### src/rtl/accum_mem_ctrl_pkg.sv
// accum_mem_ctrl_pkg: shared FSM encoding and parameter sanity helper
package accum_mem_ctrl_pkg;
  typedef enum logic [1:0] {S_IDLE, S_RUN, S_DRAIN, S_DONE} state_t;
  function automatic bit addr_width_ok(input int aw, input int rows);
    return aw >= $clog2(rows);
  endfunction
endpackage

### src/rtl/accum_col_lane.sv
// accum_col_lane: per-column row counter, finish flag, one-stage write pipe and add/bypass mux
module accum_col_lane #(
  parameter int ACC_WIDTH  = 32,
  parameter int ADDR_WIDTH = 8
) (
  input  logic                  clk,
  input  logic                  rst,
  input  logic                  i_clear,
  input  logic                  i_zero,
  input  logic                  i_run,
  input  logic                  i_mode,
  input  logic [ADDR_WIDTH-1:0] i_last,
  input  logic                  i_valid,
  input  logic [ACC_WIDTH-1:0]  i_data,
  input  logic [ACC_WIDTH-1:0]  i_rd_data,
  output logic                  o_rd_en,
  output logic [ADDR_WIDTH-1:0] o_rd_addr,
  output logic                  o_wr_en,
  output logic [ADDR_WIDTH-1:0] o_wr_addr,
  output logic [ACC_WIDTH-1:0]  o_wr_data,
  output logic                  o_fin_nxt,
  output logic                  o_drop
);
  logic [ADDR_WIDTH-1:0] r_cnt, r_pa;
  logic [ACC_WIDTH-1:0]  r_pd;
  logic                  r_fin, r_pv;
  logic                  w_acc, w_hit;
  assign w_acc     = i_run && i_valid && !r_fin;
  assign w_hit     = r_cnt == i_last;
  assign o_rd_en   = w_acc && i_mode;
  assign o_rd_addr = o_rd_en ? r_cnt : '0;
  assign o_wr_en   = r_pv;
  assign o_wr_addr = r_pv ? r_pa : '0;
  assign o_wr_data = !r_pv ? '0 : i_mode ? i_rd_data + r_pd : r_pd;
  assign o_fin_nxt = r_fin || (w_acc && w_hit);
  assign o_drop    = i_valid && (!i_run || r_fin);
  always_ff @(posedge clk) begin
    if (rst) begin
      r_cnt <= '0;
      r_fin <= 1'b0;
      r_pv  <= 1'b0;
      r_pa  <= '0;
      r_pd  <= '0;
    end else begin
      r_pv <= w_acc;
      if (w_acc) begin
        r_pa <= r_cnt;
        r_pd <= i_data;
      end
      if (i_clear) begin
        r_cnt <= '0;
        r_fin <= i_zero;
      end else if (w_acc) begin
        r_cnt <= r_cnt + 1'b1;
        r_fin <= w_hit;
      end
    end
  end
endmodule

### src/rtl/accum_mem_ctrl.sv
// accum_mem_ctrl: de-skews systolic column results into accumulator banks, overwriting or accumulating per pass
module accum_mem_ctrl
  import accum_mem_ctrl_pkg::*;
#(
  parameter int SYS_COL    = 16,
  parameter int ACC_WIDTH  = 32,
  parameter int DATA_WIDTH = 16,
  parameter int ACCUM_ROW  = 128,
  parameter int ADDR_WIDTH = 8
) (
  input  logic                            clk,
  input  logic                            rst,
  input  logic                            start,
  input  logic [DATA_WIDTH-1:0]           num_row,
  input  logic                            accum_mode,
  input  logic [SYS_COL-1:0]              in_valid,
  input  logic [SYS_COL*ACC_WIDTH-1:0]    in_data,
  output logic [SYS_COL-1:0]              mem_rd_en,
  output logic [SYS_COL*ADDR_WIDTH-1:0]   mem_rd_addr,
  input  logic [SYS_COL*ACC_WIDTH-1:0]    mem_rd_data,
  output logic [SYS_COL-1:0]              mem_wr_en,
  output logic [SYS_COL*ADDR_WIDTH-1:0]   mem_wr_addr,
  output logic [SYS_COL*ACC_WIDTH-1:0]    mem_wr_data,
  output logic                            busy,
  output logic                            done,
  output logic                            err
);
  localparam logic [DATA_WIDTH:0] ROWS = (DATA_WIDTH+1)'(ACCUM_ROW);
  state_t                r_state, w_next;
  logic                  r_mode, r_err;
  logic [ADDR_WIDTH-1:0] r_last;
  logic [SYS_COL-1:0]    w_fin_nxt, w_drop;
  logic [DATA_WIDTH:0]   w_eff;
  logic                  w_accept, w_zero, w_run;
  if (!addr_width_ok(ADDR_WIDTH, ACCUM_ROW)) begin : g_bad_width
    $error("ADDR_WIDTH too small for ACCUM_ROW");
  end
  assign w_accept = start && r_state == S_IDLE;
  assign w_zero   = num_row == '0;
  assign w_eff    = {1'b0, num_row} > ROWS ? ROWS : {1'b0, num_row};
  assign w_run    = r_state == S_RUN;
  assign busy     = r_state == S_RUN || r_state == S_DRAIN;
  assign done     = r_state == S_DONE;
  assign err      = r_err;
  always_comb begin
    w_next = r_state;
    w_next = (r_state == S_IDLE)  ? (w_accept ? (w_zero ? S_DONE : S_RUN) : S_IDLE) :
             (r_state == S_RUN)   ? (&w_fin_nxt ? S_DRAIN : S_RUN) :
             (r_state == S_DRAIN) ? S_DONE : S_IDLE;
  end
  always_ff @(posedge clk) begin
    if (rst) begin
      r_state <= S_IDLE;
      r_mode  <= 1'b0;
      r_last  <= '0;
      r_err   <= 1'b0;
    end else begin
      r_state <= w_next;
      r_err   <= !w_accept && (r_err || |w_drop);
      if (w_accept) begin
        r_mode <= accum_mode;
        r_last <= ADDR_WIDTH'(w_eff - 1'b1);
      end
    end
  end
  for (genvar c = 0; c < SYS_COL; c++) begin : g_lane
    accum_col_lane #(.ACC_WIDTH(ACC_WIDTH), .ADDR_WIDTH(ADDR_WIDTH)) u_lane (
      .clk       (clk),
      .rst       (rst),
      .i_clear   (w_accept),
      .i_zero    (w_zero),
      .i_run     (w_run),
      .i_mode    (r_mode),
      .i_last    (r_last),
      .i_valid   (in_valid[c]),
      .i_data    (in_data[c*ACC_WIDTH +: ACC_WIDTH]),
      .i_rd_data (mem_rd_data[c*ACC_WIDTH +: ACC_WIDTH]),
      .o_rd_en   (mem_rd_en[c]),
      .o_rd_addr (mem_rd_addr[c*ADDR_WIDTH +: ADDR_WIDTH]),
      .o_wr_en   (mem_wr_en[c]),
      .o_wr_addr (mem_wr_addr[c*ADDR_WIDTH +: ADDR_WIDTH]),
      .o_wr_data (mem_wr_data[c*ACC_WIDTH +: ACC_WIDTH]),
      .o_fin_nxt (w_fin_nxt[c]),
      .o_drop    (w_drop[c])
    );
  end
endmodule
### config.mk
export PLATFORM = sky130hd
export DESIGN_NAME = accum_mem_ctrl
export DESIGN_NICKNAME = d
export VERILOG_FILES = /design/src/rtl/accum_mem_ctrl_pkg.sv /design/src/rtl/accum_col_lane.sv /design/src/rtl/accum_mem_ctrl.sv
export SDC_FILE = /design/constraint.sdc
export NUM_CORES = 2
export LEC_CHECK = 0
export ABC_AREA = 1
export CAP_MARGIN = 20
export CORE_AREA = 4 4 713 715
export DETAILED_ROUTE_END_ITERATION = 6
export DIE_AREA = 0 0 717 719
export HOLD_SLACK_MARGIN = 0.05
export RECOVER_POWER = 25
export SLEW_MARGIN = 20
export SYNTH_ARGS = -nofsm -noshare
export SYNTH_HDL_FRONTEND = slang
export SYNTH_SLANG_ARGS = --single-unit
### constraint.sdc
create_clock -name clk -period 2.67 [get_ports clk]
set_input_delay 0.534 -clock clk [delete_from_list [all_inputs] [get_ports clk]]
set_output_delay 0.534 -clock clk [all_outputs]
set_load 0.05 [all_outputs]
==> out/metrics.yaml <==
status: "finished with violations"
violations: "negative setup slack"
grt_pass1_vias: 99069
totalWireLength_mm: 625
numCtsBuffers: 124
area_delta_synth_final_pct: 109
yosysWarningCount: 0
drt_iter0_drc: 8002
slew_violations: 0
synth_top_area_share_pct: 23.0
slowest_delay_ns: 0.41
rsz0062_at_grt: "yes"
grt_pass1_wl_mm: 824
ctsHoldBuffers: 0
pre_cts_ws_ns: -1.73
post-route-util_pct: 29.4
period_share_pct: 144
ys_async_sr_fraction_pct: 0
grt_start_max_net_pins: 83
finalSetupViolations: 746
mappedNetlistArea_mm2: 0.0706
slew_headroom_pct: 22.2
ys.flop_type: "dfxtp_1"
skew_ns: 0.0762
tritoncts: "yes"
end_kind: "primary output"
crit_family: "simple AND/OR/NAND/NOR gates"
dp_hpwl_mm: 529
finalSetupTns_ns: -538.86
die_h_um: 719
drv_cap: 0
ys_seq_area_share_pct: 23.0
cts_root_buf: "clkbuf_16"
fin_nets: 18186
vias: 101730
setup.worst_path.class: "flip-flop to primary output"
clk_pin_slew_ns: 0.07
ys_types: 52
crit_required_ns: 2.14
via_per_inst: 4.34
crit_chain: "ha_4 -> fa_2 -> nand3_2 -> nand2_4 -> nand2_2 -> nand3_2 -> nand2_2 -> nand2_4 -> nand4_1 -> nand2_2 -> nand2_2 -> nand2_2 -> o21ai_4 -> buf_6 -> inv_2 -> buf_12"
syn_area_per_cell_um2: 5.86
start_kind: "flip-flop"
leakagePower_uw: 0.0643
whs_ns: 0.193
drt_pass1_iterations: 6
clk-insertion-delay-late_ns: 0.92
synth_area_leader_cell: "dfxtp_1"
core_area_mm2: 0.501
port_buffers: 1862
syn_inst: 12050
hold_path.class: "primary input to flip-flop"
hold_viol_final: 0
antenna_found_initial: 134
rows: 260
post-route-drc-count: 0
grt_usage_pct: 23.0
cp_max_fo: 4
syn_nets: 13643
max_freq_mhz: 260
worst_pin_slew_ns: 1.17
power_density_mw_per_mm2: 348
critPathBufInv: 3
cts.sinks: 812
ys_seq_elements: 812
grt-ovfl-total: 0
synth_edf_count: 0
setup_slack_ns: -1.18
cp.arrival_ns: 3.31
place_congestion: 1.02
die-area_mm2: 0.516
crit_path_top_delay_cell: "fa_2"
dieWidth_um: 717
cp_common_cell: "nand2_2"
layout-drive-gt1-share_pct: 42.0
postRouteAntennaNets: 0
clk_path_buf_depth: 4
yosys-top-cells-area: "dfxtp_1 23%, nor2_1 17%, nand2_1 11%"
htreeDepth: 3
fin_crit_ns: 3.85
ir_drop_uv: 529
wire_per_inst_um: 26.7
p_total_uw: 51400
io_pins: 1863
initial_core_util_pct: 14.1
==> worst paths after layout <==
path,startpoint,endpoint,cells past startpoint,slack [ns]
setup / recovery,g_lane[9].u_lane.r_pd[0]$_SDFFE_PP0P_,mem_wr_data[316],16,-1.18
hold / removal,in_data[198],g_lane[6].u_lane.r_pd[6]$_SDFFE_PP0P_,3,0.19
setup reg to reg,r_state[0]$_SDFF_PP0_,g_lane[13].u_lane.r_cnt[6]$_SDFFE_PP0P_,13,-0.33
hold reg to reg,g_lane[2].u_lane.r_pa[5]$_SDFFE_PP0P_,g_lane[2].u_lane.r_pa[5]$_SDFFE_PP0P_,2,0.46
==> flip-flops by register name, indices dropped and copies added, names as in the netlist <==
register	cells
g_lane.u_lane.r_pd	512
g_lane.u_lane.r_cnt	128
g_lane.u_lane.r_fin	16
r_last	8
r_mode	1
g_lane.u_lane.r_pa	128
g_lane.u_lane.o_wr_en	16
r_state	2
err	1
==> synth_stat cells, types with 4 or more instances <==
master	instances
nor3_2	18
fa_1	16
o21a_1	76
a21oi_1	810
nor3_1	132
xnor2_1	62
clkinv_1	13
nand3b_1	5
nor2_4	10
o21bai_1	69
nor4_1	40
nor2_8	4
or2_2	11
nor2_1	3158
ha_1	517
a31oi_1	13
a211oi_1	10
xor2_1	294
buf_2	25
buf_1	45
nor2_2	5
nand2_1	2132
nand3_1	386
inv_2	24
a31o_2	18
o2111ai_1	8
o22ai_1	4
dfxtp_1	812
inv_1	1315
buf_4	35
nand4_1	106
o21ai_0	1357
and2_1	4
clkbuf_1	351
a21o_1	56
nor3b_1	12
nand2_2	12
o211ai_1	38
o221ai_1	12
a21boi_0	18
==> timing repair <==
item,CTS,global route
gates resized for setup,2597,1660
buffers inserted,180,146
pin swaps,680,682
setup endpoints to repair,718,718
==> cells by family after synthesis <==
logic type / Yosys count / synth area share (%)
adders and majority gates: 533 / 9.61
DFF: 812 / 23.0
xor gates and xnor gates: 356 / 4.41
and+or+nand+nor: 6044 / 34.2
buffers and inverters: 1809 / 9.86
AOI/OAI and AO/OA: 2496 / 18.9
==> final cells by class <==
type,count,area [µm²]
Antenna cell,68,170
Fill cell,54293,354000
Clock buffer,166,3480
Clock inverter,59,831
Sequential cell,812,16700
Timing Repair Buffer,4874,49600
Inverter,1352,5380
Tap cell,6681,8360
Multi-Input combinational cell,9429,62900
==> report_power, final <==
part / switching, µW / internal, µW / total [µW]
clock network: 7590 / 10700 / 18300
logic: 10600 / 9300 / 19900
registers: 586 / 12600 / 13200
==> cell usage in the layout, fill, tap and decap left out, types with 82 or more instances in the layout <==
cell             count
nor2_1            2832
inv_2              240
a21oi_1            417
nand4_1            106
o21ai_1            174
dfxtp_2            246
buf_6              284
ha_1               105
nor2_4             134
xor2_1             260
clkbuf_16          126
ha_4               406
buf_4             2718
nand3_2            143
nand2_4            163
dfxtp_1            518
nor2_2             207
clkdlybuf4s50_1   1071
inv_1             1009
a21oi_4            132
o21ai_0            921
nand2_2            373
nand2_1           1603
a21oi_2            262
nor3_1              82
o21ai_2            200
buf_12             723
nand3_1            202
==> per-stage QoR <==
stage / cell area [µm²] / std cells
global placement: 125000 / 22893
detailed placement: 125000 / 22894
CTS: 141000 / 23254
finish: 147000 / 23441
global route: 147000 / 23415
floorplan: 71600 / 12050
==> tightest hold or removal path, cell delays in order <==
cell	delay, ns
clkdlybuf4s50_1	0.40
nor2_1	0.10
nor2_1	0.05
==> metal layers <==
layer | track usage, % | routed length (µm) | vias up
met1 | 27.6 | 250000 | 48795
met5 | 0 | 481 | -
met4 | 13.4 | 43000 | 76
met2 | 36.2 | 276000 | 3888
li1 | - | - | 47974
met3 | 6.81 | 55700 | 997
No activity file was read; power rests on OpenSTA's default activity.
